File: config.mk
export PLATFORM = sky130hd
export DESIGN_NAME = puzzle_move_ctrl
export DESIGN_NICKNAME = d
export VERILOG_FILES = /design/src/rtl/puzzle_pkg.sv /design/src/rtl/puzzle_btn_edge.sv /design/src/rtl/puzzle_move_ctrl.sv
export SDC_FILE = /design/constraint.sdc
export NUM_CORES = 1
export LEC_CHECK = 0
export ABC_AREA = 1
export CORE_MARGIN = 5
export CORE_UTILIZATION = 53
export CTS_CLUSTER_DIAMETER = 100
export DETAILED_ROUTE_END_ITERATION = 10
export PLACE_DENSITY = 0.77
export SLEW_MARGIN = 40
export SYNTH_ARGS = -nofsm -noshare
export SYNTH_HDL_FRONTEND = slang
export SYNTH_SLANG_ARGS = --single-unit
File: constraint.sdc
create_clock -name clk -period 4.5 [get_ports clk]
set_input_delay 0.9 -clock clk [delete_from_list [all_inputs] [get_ports clk]]
set_output_delay 0.9 -clock clk [all_outputs]
set_load 0.05 [all_outputs]
File: src/rtl/puzzle_pkg.sv
// puzzle_pkg: shared encodings, solved layout and move/BCD helpers for the 3x3 sliding puzzle
package puzzle_pkg;
    typedef enum logic [1:0] {IDLE, MOVE, CHECK, SHUFFLE} state_t;
    typedef enum logic [1:0] {DIR_UP, DIR_DOWN, DIR_LEFT, DIR_RIGHT} dir_t;
    localparam logic [35:0] SOLVED_GRID = 36'h123456780;
    localparam int CELL_ROW [9] = '{0, 0, 0, 1, 1, 1, 2, 2, 2};
    localparam int CELL_NIB [9] = '{2, 1, 0, 2, 1, 0, 2, 1, 0};
    function automatic logic move_legal(input dir_t d, input logic [3:0] p);
        return d == DIR_UP ? p >= 4'd3 : d == DIR_DOWN ? p <= 4'd5 :
               d == DIR_LEFT ? p % 4'd3 != 4'd0 : p % 4'd3 != 4'd2;
    endfunction
    function automatic logic [3:0] move_target(input dir_t d, input logic [3:0] p);
        return d == DIR_UP ? p - 4'd3 : d == DIR_DOWN ? p + 4'd3 :
               d == DIR_LEFT ? p - 4'd1 : p + 4'd1;
    endfunction
    // Saturating 4-digit BCD increment
    function automatic logic [15:0] bcd_inc(input logic [15:0] v);
        logic [15:0] r;
        logic c;
        r = v;
        c = v != 16'h9999;
        for (int i = 0; i < 4; i++) begin
            if (c) begin
                if (r[i*4 +: 4] == 4'd9) r[i*4 +: 4] = 4'd0;
                else begin
                    r[i*4 +: 4] = r[i*4 +: 4] + 4'd1;
                    c = 1'b0;
                end
            end
        end
        return r;
    endfunction
endpackage

File: src/rtl/puzzle_btn_edge.sv
// puzzle_btn_edge: 2-flop synchronizer plus rising-edge detector, one pulse per press
module puzzle_btn_edge (
    input  logic clk,
    input  logic clr,
    input  logic btn,
    output logic pulse
);
    logic [2:0] sync;
    always_ff @(posedge clk or posedge clr) begin
        if (clr) sync <= '0;
        else sync <= {sync[1:0], btn};
    end
    assign pulse = sync[1] & ~sync[2];
endmodule

File: src/rtl/puzzle_move_ctrl.sv
// puzzle_move_ctrl: 3x3 sliding puzzle controller with player moves, BCD move count and LFSR shuffle
module puzzle_move_ctrl
    import puzzle_pkg::*;
#(
    parameter int unsigned SHUFFLE_MOVES = 64,
    parameter logic [15:0] LFSR_SEED = 16'hACE1
) (
    input  logic        clk,
    input  logic        clr,
    input  logic        btn_up,
    input  logic        btn_down,
    input  logic        btn_left,
    input  logic        btn_right,
    input  logic        btn_load,
    output logic [11:0] row1,
    output logic [11:0] row2,
    output logic [11:0] row3,
    output logic [3:0]  blank_pos,
    output logic [15:0] move_count,
    output logic        solved,
    output logic        busy
);
    logic [4:0] btns, pulses;
    logic [3:0] cells [9];
    logic [11:0] rows [3];
    logic [15:0] lfsr;
    logic [7:0] scount;
    logic moved, ok, is_solved;
    logic [3:0] tgt;
    state_t state;
    dir_t dir, pick, mdir;
    assign btns = {btn_load, btn_up, btn_down, btn_left, btn_right};
    for (genvar i = 0; i < 5; i++) begin : g_btn
        puzzle_btn_edge u_edge (.clk(clk), .clr(clr), .btn(btns[i]), .pulse(pulses[i]));
    end
    always_comb begin
        rows = '{default: '0};
        for (int i = 0; i < 9; i++) rows[CELL_ROW[i]][CELL_NIB[i]*4 +: 4] = cells[i];
    end
    assign row1 = rows[0];
    assign row2 = rows[1];
    assign row3 = rows[2];
    assign is_solved = {row1, row2, row3} == SOLVED_GRID;
    assign pick = pulses[3] ? DIR_UP : pulses[2] ? DIR_DOWN : pulses[1] ? DIR_LEFT : DIR_RIGHT;
    assign mdir = state == SHUFFLE ? dir_t'(lfsr[1:0]) : dir;
    assign ok = move_legal(mdir, blank_pos);
    assign tgt = move_target(mdir, blank_pos);
    always_ff @(posedge clk or posedge clr) begin
        if (clr) begin
            state <= IDLE;
            dir <= DIR_UP;
            moved <= 1'b0;
            solved <= 1'b1;
            busy <= 1'b0;
            move_count <= '0;
            lfsr <= LFSR_SEED;
            scount <= '0;
            blank_pos <= 4'd8;
            for (int i = 0; i < 9; i++) cells[i] <= SOLVED_GRID[35-4*i -: 4];
        end else begin
            lfsr <= {lfsr[14:0], lfsr[15] ^ lfsr[13] ^ lfsr[12] ^ lfsr[10]};
            if ((state == MOVE || state == SHUFFLE) && ok) begin
                cells[blank_pos] <= cells[tgt];
                cells[tgt] <= 4'd0;
                blank_pos <= tgt;
            end
            case (state)
                IDLE: begin
                    if (pulses[4]) begin
                        state <= SHUFFLE;
                        busy <= 1'b1;
                        scount <= '0;
                    end else if (|pulses[3:0]) begin
                        state <= MOVE;
                        dir <= pick;
                    end
                end
                MOVE: begin
                    state <= CHECK;
                    moved <= ok;
                end
                CHECK: begin
                    state <= IDLE;
                    solved <= is_solved;
                    if (moved) move_count <= bcd_inc(move_count);
                end
                SHUFFLE: begin
                    // Illegal LFSR directions are skipped without consuming a shuffle step
                    if (ok) begin
                        scount <= scount + 8'd1;
                        if (scount == 8'(SHUFFLE_MOVES - 1)) begin
                            state <= CHECK;
                            busy <= 1'b0;
                            move_count <= '0;
                            moved <= 1'b0;
                        end
                    end
                end
            endcase
        end
    end
endmodule

After elaboration in Yosys (flattened, before gate mapping)
Index checks and enable logic that the tools add are counted.

operators by class
  add/subtract/negate cells = 9
  div/mod/pow operators = 1
  $lt $le $gt $ge = 6
  eq/ne operators = 22
  multiplexer cells = 55
  bitwise gates (word level) = 18
  reductions and logical operators = 20

operator list
  operator                                                                       count
  4-bit two-way mux                                                              15
  16-bit two-way mux                                                             3
  36-bit bitwise AND                                                             1
  36-bit bitwise mux                                                             1
  36-bit by 33-bit equality test with 1-bit output (second input constant)       1
  36-bit NOT                                                                     1
  4-bit demux with 4-bit select                                                  2
  16-bit one-hot mux with 2 select lines                                         1
  4-bit by 1-bit adder with 4-bit output (second input constant)                 5
  5-bit AND reduction                                                            4
  1-bit two-way mux                                                              19
  4-bit binary-select mux with 4-bit select                                      1
  4-bit equality test (second input constant)                                    4
  8-bit two-way mux                                                              2
  16-bit != test (second input constant)                                         1
  8-bit one-hot mux with 2 select lines                                          1
  2-bit two-way mux                                                              7
  2-bit != test (second input constant)                                          6
  3-bit AND reduction                                                            4
  5-bit >= comparator (second input constant)                                    2
  5-bit by 1-bit less-than comparator with 1-bit output (second input constant)  2
  4-bit NOT with 5-bit output                                                    2
  8-bit by 1-bit adder with 8-bit output (second input constant)                 1
  8-bit by 6-bit equality test with 1-bit output (second input constant)         1
  23 further kinds                                                               44

word-level totals
  register bits after elaboration = 102
  output and inout port bits = 58

Logic depth before layout (Yosys ltp)
Gate-level depths: netlist of run 1.

  depth in word-level cells = 14
  depth in mapped cells = 26

Cells and area by module
From an unflattened synthesis of run 1, not the netlist that was laid out.

second synthesis, totals
  cell total of the unflattened synthesis = 700
  area, all modules = 5,605.4 µm²

modules (own cells, without submodules)
  module            instances  cells an instance  area an instance (µm²)  sequential area each (µm²)
  puzzle_move_ctrl  1          670                5,161.2                 2,205.9
  puzzle_btn_edge   5          6                  88.8                    75.1

Least setup slack after synthesis of run 1
Ideal clock, no wire load.

  path type = flip-flop to flip-flop
  start = reg state[0]
  end = reg cells, in the netlist row3[4]
  setup time = 0.130 ns
  data arrival time = 3.125 ns
  setup slack = 1.244 ns
  cell stages (with the launch flop) = 18
  buffers on the path = 1
  cells stage by stage = dfrtp_1 > nand2_1 > clkbuf_1 > o21ai_0 > ha_1 > fa_1 > o21ai_2 > inv_1 > nor2_2 > nand2_1 > nand4_1 > nand2_1 > nand2_1 > nand2_1 > nand2_1 > inv_1 > o21ai_0 > a22oi_1

between the ends
  longest elaborated chain between the ends = 13

ends and longest elaborated chain
  what                                                                                                                line                                            RTL
  from (decl)                                                                                                         puzzle_move_ctrl.sv:30                          state_t state;
  from (signal assigned)                                                                                              puzzle_move_ctrl.sv:50                          state <= IDLE;
  from (signal assigned)                                                                                              puzzle_move_ctrl.sv:70                          state <= SHUFFLE;
  from (signal assigned)                                                                                              puzzle_move_ctrl.sv:74                          state <= MOVE;
  2-bit equality test                                                                                                 puzzle_move_ctrl.sv:45, puzzle_move_ctrl.sv:62
  2-bit two-way mux                                                                                                   puzzle_move_ctrl.sv:45                          assign mdir = state == SHUFFLE ? dir_t'(lfsr[1:0]) : dir;
  2-bit equality test                                                                                                 puzzle_pkg.sv:10, puzzle_pkg.sv:14
  4-bit two-way mux                                                                                                   puzzle_pkg.sv:14                                d == DIR_LEFT ? p - 4'd1 : p + 4'd1;
  4-bit two-way mux (2 in series)                                                                                     puzzle_pkg.sv:13                                return d == DIR_UP ? p - 4'd3 : d == DIR_DOWN ? p + 4'd3 :
  4-bit NOT with 5-bit output (not written as such)                                                                   puzzle_move_ctrl.sv:63, puzzle_move_ctrl.sv:64
  5-bit >= comparator (not written as such) or 5-bit by 1-bit less-than comparator with 1-bit output (tied branches)  puzzle_move_ctrl.sv:64                          cells[tgt] <= 4'd0;
  1-bit logical AND (not written as such)                                                                             puzzle_move_ctrl.sv:64
  4-bit two-way mux (not written as such)                                                                             puzzle_move_ctrl.sv:64
  4-bit demux with 4-bit select                                                                                       puzzle_move_ctrl.sv:64
  36-bit NOT (no line)                                                                                                --
  36-bit bitwise AND (no line)                                                                                        --
  to (signal, indexed assignment)                                                                                     puzzle_move_ctrl.sv:63                          cells[blank_pos] <= cells[tgt];
  to (decl)                                                                                                           puzzle_move_ctrl.sv:24                          logic [3:0] cells [9];

Several ways; a longest one is shown, not always the timed one. The select of a mux whose other input is x is not followed.
A chain may end at the register's enable or synchronous reset.

Final worst setup path of run 1
  start = reg state[0]
  end = reg cells, in the netlist row1[11]

Same word-level chain as after synthesis.

==> flow_summary.ini, run 1 <==
[sta]
final.setup.worst_slack_ns = 0.7682
hold-worst-slack_ns = 0.3563
rsz0062_at_grt = false
fin_crit_ns = 3.732
slew_headroom_pct = 50.47
hold_viol = 0
tightestPinTransition_ns = 0.7402
tns_ns = 0
period_share_pct = 82.93
max_freq_ghz = 0.2680
skew_ns = 0.01271
slew_violations = 0
finalSetupViolCount = 0

[route]
avgRoutedWirePerCell_um = 15.48
dr.pass1.iters = 5
drt.antenna.violating_nets = 0
vias_per_cell = 5.479
routed_wl_um = 13830
drt-initial-drc-count = 326
num_vias = 4893
drc_errors = 0

[worst_hold_path]
hp-start = g_btn[1].u_edge.sync[0]$_DFF_PP0_
hp-class = reg -> reg
min_path_cells = 0
min_to = g_btn[1].u_edge.sync[1]$_DFF_PP0_

[final_layout]
nets = 781
fin_util_pct = 63.28
area_growth_pct = 16.75
num_antenna_cells = 0
layout-drive-gt1-share_pct = 9.247
final_cell_mix = nand2_1, inv_1, dfrtp_1
mostFrequentLayoutCell = nand2_1

[setup_path]
crit_top_cell = nand2_1
crit_type = reg -> reg
cp_max_fo = 12
worst_setup_path_end_kind = register
r2r_slack_ns = 0.77
cp_slowest_cell = nor2_1
crit_path_start_kind = register
r2r_start = state[0]$_DFFE_PP0P_
critPathMaxStageDelay_ns = 0.58
crit_buf_inv = 0
arrival_ns = 4.03
crit_chain = nand2_1 -> o21ai_0 -> ha_1 -> fa_1 -> o21ai_2 -> nor2_1 -> a22oi_1 -> nand2_1 -> nand2_1 -> nand2_1 -> nand2_1 -> nand2_1 -> nand2_1 -> o21ai_0 -> nand3_1 -> o21ai_0
crit_family = simple AND/OR/NAND/NOR gates
reg2reg_to = row1[11]$_DFFE_PP0P_
reg2regPathDepth = 16
required_ns = 4.80

[yosys]
syn_nets = 717
synth_area_mm2 = 0.005595
synth_edf_count = 0
synth_seq_cells = 102
synth-seq-area-share_pct = 46.13
syn_inst = 688
synth_cell_types = 41
ys_async_sr_fraction_pct = 100.0
synth.avg_cell_area_um2 = 8.133
synth_ff_type = dfrtp_1
ys_warn_count = 0

[floorplan]
pin_count = 65
rows = 37
die_y_um = 112.8
die_w_um = 112.8
core_area_mm2 = 0.01032
die_area_mm2 = 0.01271
start_util_pct = 54.20

[clock_tree]
htree_num_levels = 3
cts_setup_buffers = 0
hold_buffers = 0
worstSkewPairLatency_ns = 0.38
path_clk_slew_ns = 0.10
numClockSinks = 102
root_buffer = clkbuf_8
clockBufferDepth = 2
cts_tree = yes
cts_resized = 0
numCtsBuffers = 9

[placed_design]
port_buffers = 64
pre_cts_ws_ns = 0.8249
dpl.hpwl_um = 10190
place_congestion = 0.9565

[flow_run]
cap_viol_max_count = 0

[global_routing]
antenna_found_initial = 0
grt_max_degree = 88
grt_pass1_vias = 5021
gr-total-overflow = 0
grt_pass1_wl_um = 23710
track_usage_pct = 22.56

[outcome]
outcome = finished clean
## how the worst max path moves through the flow
stage,end,cells after the start,from
floorplan,blank_pos[0]$_DFFE_PP0P_,1,clr
global placement,row3[1]$_DFFE_PP0P_,12,state[0]$_DFFE_PP0P_
detailed placement,row1[11]$_DFFE_PP0P_,16,state[0]$_DFFE_PP0P_
CTS,row3[7]$_DFFE_PP1P_,16,state[0]$_DFFE_PP0P_
global route,row3[4]$_DFFE_PP0P_,15,state[0]$_DFFE_PP0P_
finish,row1[11]$_DFFE_PP0P_,16,state[0]$_DFFE_PP0P_
## per-stage QoR
| step | instance area, um2 | cells |
|---|---|---|
| after detailed placement | 6332 | 877 |
| after CTS | 6530 | 893 |
| final | 6533 | 893 |
| after global placement | 6330 | 877 |
| after floorplan | 5595 | 688 |
| after global routing | 6533 | 893 |
## metal layers
metal / up-vias / global-route usage [%] / share of wire [%]
li1: 2378 / - / -
met1: 2345 / 28.43 / 44
met2: 146 / 37.99 / 49
met3: 24 / 5.401 / 4.8
met4: 0 / 7.933 / 2.0
met5: - / 0 / 0
## logic make-up after synthesis
| logic type | after synthesis | synth area share (%) |
|---|---|---|
| AND/OR/NAND/NOR | 315 | 25.09 |
| AO/OA/AOI/OAI | 116 | 11.99 |
| buffers and inverters | 111 | 8.296 |
| flip-flops | 102 | 46.13 |
| XOR/XNOR | 22 | 3.444 |
| adder cells (fa/ha/maj) | 22 | 5.054 |
## layout make-up
class,count,area [um2]
Multi-Input combinational cell,475,2550
Fill cell,901,3791
Timing Repair Buffer,66,655.6
Tap cell,136,170.2
Inverter,98,377.9
Clock buffer,9,123.9
Sequential cell,102,2581
Clock inverter,7,73.82
## synthesized netlist by cell type (all sizes together) (7+ instances only)
master	n	area, um2
nand4	18	112.6
ha	21	262.8
o21ai	41	212.7
nor3	10	50.05
buf	11	86.32
nor2	50	216.5
a21oi	52	279.0
dfrtp	79	1977
inv	98	370.3
nand3	42	230.2
nand2	186	738.2
dfstp	23	604.3
nor4	8	50.05
xnor2	7	61.31
xor2	15	131.4
## state kept, by name, summed over array words and instances, names as in the netlist
name / count
dir: 2
busy: 1
scount: 8
moved: 1
state: 2
blank_pos: 4
row2: 12
move_count: 16
row1: 12
solved: 1
lfsr: 16
g_btn.u_edge.sync: 15
row3: 12
Power of run 1 is left out: the tool's default activity adds up to more than one toggle a clock period on the data nets, which glitch-free logic cannot reach.
==> run 2, diff against run 1 <==
- clock period: 4.5 -> 3.6 ns (I/O delays scaled with it)
==> run 2 against run 1 <==
  * Final area rose by 1.4%
  * Worst setup slack got worse by 0.50 ns
  * Flip-flop and latch count did not move
  * Sequential share of layout area fell by 0.52 points
  * Utilization rose by 0.87 points
  * Wire length rose by 3.8%
  * Fmax rose by 12%
  * Non-clock buffer count rose by 6
  * Clock skew rose by 0.0022 ns
  * Critical path type unchanged
  * Critical endpoint is now move_count[8]$_DFFE_PP0P_
  * Largest cell class unchanged
==> flow_summary.ini, run 2 (synthesis results as in run 1) <==
[route]
dr.pass1.iters = 5
vias_per_cell = 5.509
drc_errors = 0
routed_wl_um = 14360
num_vias = 4953
drt-initial-drc-count = 336
drt.antenna.violating_nets = 0
avgRoutedWirePerCell_um = 15.97

[final_layout]
layout-drive-gt1-share_pct = 10.48
reg_top3 = lfsr (16), move_count (16), g_btn.u_edge.sync (15)
fin_area_mm2 = 0.006623
num_antenna_cells = 0
multiInputGateArea_mm2 = 0.002571
fillers = 881
ff_latch_area_mm2 = 0.002582
final_cell_mix = nand2_1, inv_1, dfrtp_1
nets = 787
mostFrequentLayoutCell = nand2_1
area_growth_pct = 18.36

[setup_path]
r2r_start = blank_pos[3]$_DFFE_PP1P_
required_ns = 3.87
crit_path_start_kind = register
timing.critical_path.to = move_count[8]$_DFFE_PP0P_
startpoint = blank_pos[3]$_DFFE_PP1P_
r2r_slack_ns = 0.27
cp_max_fo = 8
reg2regPathDepth = 23
worst_setup_path_end_kind = register
crit_type = reg -> reg
arrival_ns = 3.60
reg2reg_to = move_count[8]$_DFFE_PP0P_

[sta]
fin_crit_ns = 3.329
slew_headroom_pct = 63.37
tightestPinTransition_ns = 0.5494
hold-worst-slack_ns = 0.3506
finalSetupViolCount = 0
final.setup.worst_slack_ns = 0.2714
slew_violations = 0
hold_viol = 0
period_share_pct = 92.46
skew_ns = 0.01488
tns_ns = 0
max_freq_ghz = 0.3004
rsz0062_at_grt = false

[global_routing]
track_usage_pct = 23.07
grt_pass1_wl_um = 24320
antenna_found_initial = 0
gr-total-overflow = 0
grt_pass1_vias = 4998
grt_max_degree = 61

[worst_hold_path]
hp-start = lfsr[8]$_DFF_PP0_
hp-class = reg -> reg

[floorplan]
core_area_mm2 = 0.01032
start_util_pct = 54.20
die_w_um = 112.8
rows = 37
die_area_mm2 = 0.01271
die_y_um = 112.8
pin_count = 65

[clock_tree]
cts_tree = yes
path_clk_slew_ns = 0.11
root_buffer = clkbuf_8
worstSkewPairLatency_ns = 0.38
numClockSinks = 102
htree_num_levels = 3
hold_buffers = 0
numCtsBuffers = 9
clockBufferDepth = 2

[placed_design]
port_buffers = 64
pre_cts_ws_ns = 0.1649
place_congestion = 0.9332
dpl.hpwl_um = 10550
post_dp_cell_area_mm2 = 0.006387

[outcome]
outcome = finished clean

[flow_run]
cap_viol_max_count = 0
run 2: cell count changes in the layout (fill, tap and decap cells not counted), sizes merged:
cell | before | now
buf | 2 | 8
clkinv | 3 | 4
inv | 102 | 101
run 2: layer usage:
metal  global-route usage, %  vias to the layer above  share of wire, %
li1                        -                     2389                 -
met1                   29.54                     2373                42
met2                   39.89                      170                51
met3                   4.813                       21               5.7
met4                   6.090                        0               1.3
met5                       0                        -                 0
run 2: repair_timing:
item                                   4_1_cts  5_1_grt
endpoints found under the hold margin        0        0
gates resized for setup                      0        8
setup buffers                                0        0
setup endpoints to repair                    0       34
run 2: final cells by class:
cell class | instances | share of cell area, %
clock inverters | 7 | 1.304
inverters | 98 | 5.668
repair buffers | 72 | 10.77
multi-input cells | 475 | 38.82
well taps | 136 | 2.569
flip-flops and latches | 102 | 38.99
clock buffers | 9 | 1.870
run 2: metrics by stage:
step / instances / utilization [%]
detailed placement: 883 / 61.87
global placement: 883 / 61.87
CTS: 899 / 63.91
floorplan: 688 / -
finish: 899 / 64.15
global route: 899 / 64.15
run 2: worst max-delay path, stage by stage (launching register included):
cell and delay (ns):
dfstp_2 0.70, nor2_4 0.08, ha_1 0.18, inv_1 0.05, ha_1 0.21, nand3_1 0.11, nand2_2 0.11, inv_2 0.04
ha_1 0.29, inv_1 0.06, nand2_1 0.04, a31o_2 0.23, inv_1 0.05, nand2_1 0.06, nor2_1 0.09, nand3_1 0.08
nand2_1 0.08, nand2_1 0.08, nand2_4 0.14, nand2_2 0.13, nand3_2 0.17, nand2_1 0.08, o21ai_0 0.11, inv_1 0.06
run 2: worst min path at each step:
stage | endpoint | slack, ns | cells after the start
after floorplan | g_btn[0].u_edge.sync[1]$_DFF_PP0_ | 0.33 | 0
after global placement | lfsr[9]$_DFF_PP0_ | 0.33 | 0
after detailed placement | lfsr[9]$_DFF_PP0_ | 0.33 | 0
after CTS | lfsr[9]$_DFF_PP0_ | 0.35 | 0
after global routing | lfsr[7]$_DFF_PP1_ | 0.37 | 0
final | lfsr[9]$_DFF_PP0_ | 0.35 | 0
Power of run 2 is left out for the same reason.
==> run 3, diff against run 2 <==
- REMOVE_ABC_BUFFERS: default -> 1
- SYNTH_HIERARCHICAL: default -> 1
- clock period: 3.6 -> 4.2 ns (I/O delays scaled with it)
==> run 3 against run 2 <==
  * Register-to-register slack improved by 0.17 ns
  * Fmax fell by 11%
  * Die area rose by 0.16%
  * Clock-buffer cell count is 1 higher
  * Wire length fell by 2.5%
  * First-iteration DRC count grew 28%
  * Clock skew up 0.0097 ns
  * Hold slack worse by 0.0074 ns
  * Utilization fell by 0.28 points
  * Global-route usage rose by 0.25 points
==> flow_summary.ini, run 3 <==
[final_layout]
layout-drive-gt1-share_pct = 8.903
nets = 799
fin_area_mm2 = 0.006594
fillers = 904
area_growth_pct = 17.63
mostFrequentLayoutCell = nand2_1
final_cell_mix = nand2_1, inv_1, dfrtp_1
reg_top3 = lfsr (16), move_count (16), g_btn.u_edge/sync (15)
num_antenna_cells = 0
fin_util_pct = 63.87

[floorplan]
die_area_mm2 = 0.01273
die_y_um = 112.8
rows = 37
core_area_mm2 = 0.01032
start_util_pct = 54.30
pin_count = 65
die_w_um = 112.8

[sta]
max_freq_ghz = 0.2660
tns_ns = 0
skew_ns = 0.02458
hold_viol = 0
fin_crit_ns = 3.759
period_share_pct = 89.50
slew_headroom_pct = 58.65
tightestPinTransition_ns = 0.6180
finalSetupViolCount = 0
slew_violations = 0
rsz0062_at_grt = false

[route]
drt-initial-drc-count = 429
routed_wl_um = 14000
dr_wl_met3_um = 962
met2_length_um = 6393
drc_errors = 0
dr.pass1.iters = 7
vias_per_cell = 5.505
num_vias = 5015
routed.top_layer = met4
avgRoutedWirePerCell_um = 15.36
drt.antenna.violating_nets = 0
wl_met1_um = 6375

[setup_path]
startpoint = state[0]$_DFFE_PP0P_
cp_max_fo = 8
crit_path_start_kind = register
crit_type = reg -> reg
r2r_start = state[0]$_DFFE_PP0P_
worst_setup_path_end_kind = register
timing.critical_path.to = row3[9]$_DFFE_PP1P_
reg2regPathDepth = 15
r2r_slack_ns = 0.44
arrival_ns = 4.06
reg2reg_to = row3[9]$_DFFE_PP1P_
required_ns = 4.50

[clock_tree]
cts_tree = yes
hold_buffers = 0
worstSkewPairLatency_ns = 0.40
path_clk_slew_ns = 0.12
htree_num_levels = 3
numClockSinks = 102
root_buffer = clkbuf_8
clockBufferDepth = 2
numCtsBuffers = 9

[flow_run]
cap_viol_max_count = 0

[placed_design]
dpl.hpwl_um = 10540
place_congestion = 0.9888
post_dp_cell_area_mm2 = 0.006391
port_buffers = 64

[worst_hold_path]
hp-class = reg -> reg

[global_routing]
grt_max_degree = 39
grt_pass1_vias = 4873
antenna_found_initial = 0
track_usage_pct = 23.32
gr-total-overflow = 0
grt_pass1_wl_um = 23990

[yosys]
synth_area_mm2 = 0.005605
synth_ff_type = dfrtp_1
ys_warn_count = 6
synth.most_common_cell = nand2_1
synth.avg_cell_area_um2 = 8.008
synth-seq-area-share_pct = 46.05
synth_area_leaders = dfrtp_1, nand2_1, dfstp_2
synth_top_area_share_pct = 35.27
synth_common_cells = nand2_1, inv_1, dfrtp_1
synth_seq_cells = 102
post-synth-top-area-cell = dfrtp_1
synth_cell_types = 37
synth_edf_count = 0
ys_async_sr_fraction_pct = 100.0
syn_inst = 700

[outcome]
outcome = finished clean
==> run 3: cell count changes after synthesis, sizes merged, moves of 5 or more <==
cell	change
nand3	-5
a21oi	-33
o211ai	+10
nand2	+6
o22ai	+7
a22oi	+10
nor2	+7
o21ai	+17
==> run 3: metrics by stage <==
step | cells | hold WS (ns) | setup WS (ns)
2_1_floorplan | 688 | 0.3312 | 0.6875
3_3_place_gp | 895 | 0.3320 | 0.5071
3_5_place_dp | 895 | 0.3347 | 0.3875
4_1_cts | 911 | 0.3511 | 0.3385
5_1_grt | 911 | 0.3626 | 0.01756
6_report | 911 | 0.3433 | 0.4410
==> run 3: logic make-up after synthesis <==
family	count (synthesis)	share of synthesized area [%]
adders and majority gates	22	5.045
xor gates and xnor gates	19	2.969
AOI/OAI and AO/OA	124	13.33
and+or+nand+nor	319	24.37
buffers and inverters	114	8.237
DFF	102	46.05
==> run 3: worst min-delay path by stage <==
stage / start / end / slack (ns) / cells past startpoint
after global routing: g_btn[4].u_edge/sync[0]$_DFF_PP0_ / g_btn[4].u_edge/sync[1]$_DFF_PP0_ / 0.36 / 0
after detailed placement: g_btn[2].u_edge/sync[0]$_DFF_PP0_ / g_btn[2].u_edge/sync[1]$_DFF_PP0_ / 0.33 / 0
after floorplan: g_btn[0].u_edge/sync[0]$_DFF_PP0_ / g_btn[0].u_edge/sync[1]$_DFF_PP0_ / 0.33 / 0
final: lfsr[9]$_DFF_PP0_ / lfsr[10]$_DFF_PP1_ / 0.34 / 0
after global placement: g_btn[4].u_edge/sync[0]$_DFF_PP0_ / g_btn[4].u_edge/sync[1]$_DFF_PP0_ / 0.33 / 0
after CTS: lfsr[9]$_DFF_PP0_ / lfsr[10]$_DFF_PP1_ / 0.35 / 0
==> run 3: cell type report <==
class                           instances  area (um2)  share of cell area [%]
Timing Repair Buffer                   71       693.2                   10.51
Multi-Input combinational cell        484        2562                   38.86
Sequential cell                       102        2581                   39.15
Clock inverter                          6       75.07                   1.139
Tap cell                              136       170.2                   2.581
Inverter                              102       384.1                   5.825
Clock buffer                           10       127.6                   1.935
==> run 3: worst max-delay path, stage by stage (launching register included) <==
cell and delay, ns:
dfrtp_1 0.48, nand2_1 0.15, o21ai_0 0.34, ha_1 0.32, fa_1 0.48, o21ai_1 0.14
nor2_1 0.39, inv_2 0.13, o22ai_1 0.20, o21ai_0 0.11, nand2_1 0.10, nand2_1 0.05
nand2_1 0.33, inv_1 0.10, o21ai_0 0.21, a22oi_1 0.12
==> run 3: repair_timing <==
action	CTS	global route
resized for setup	0	1
setup endpoints to repair	0	9
setup buffers	0	0
==> run 3: per-layer routing <==
| layer | vias up | track usage (%) |
|---|---|---|
| met3 | 23 | 5.882 |
| met5 | - | 0 |
| li1 | 2422 | - |
| met1 | 2416 | 32.46 |
| met4 | 0 | 6.651 |
| met2 | 154 | 36.33 |
Power of run 3 is left out for the same reason.
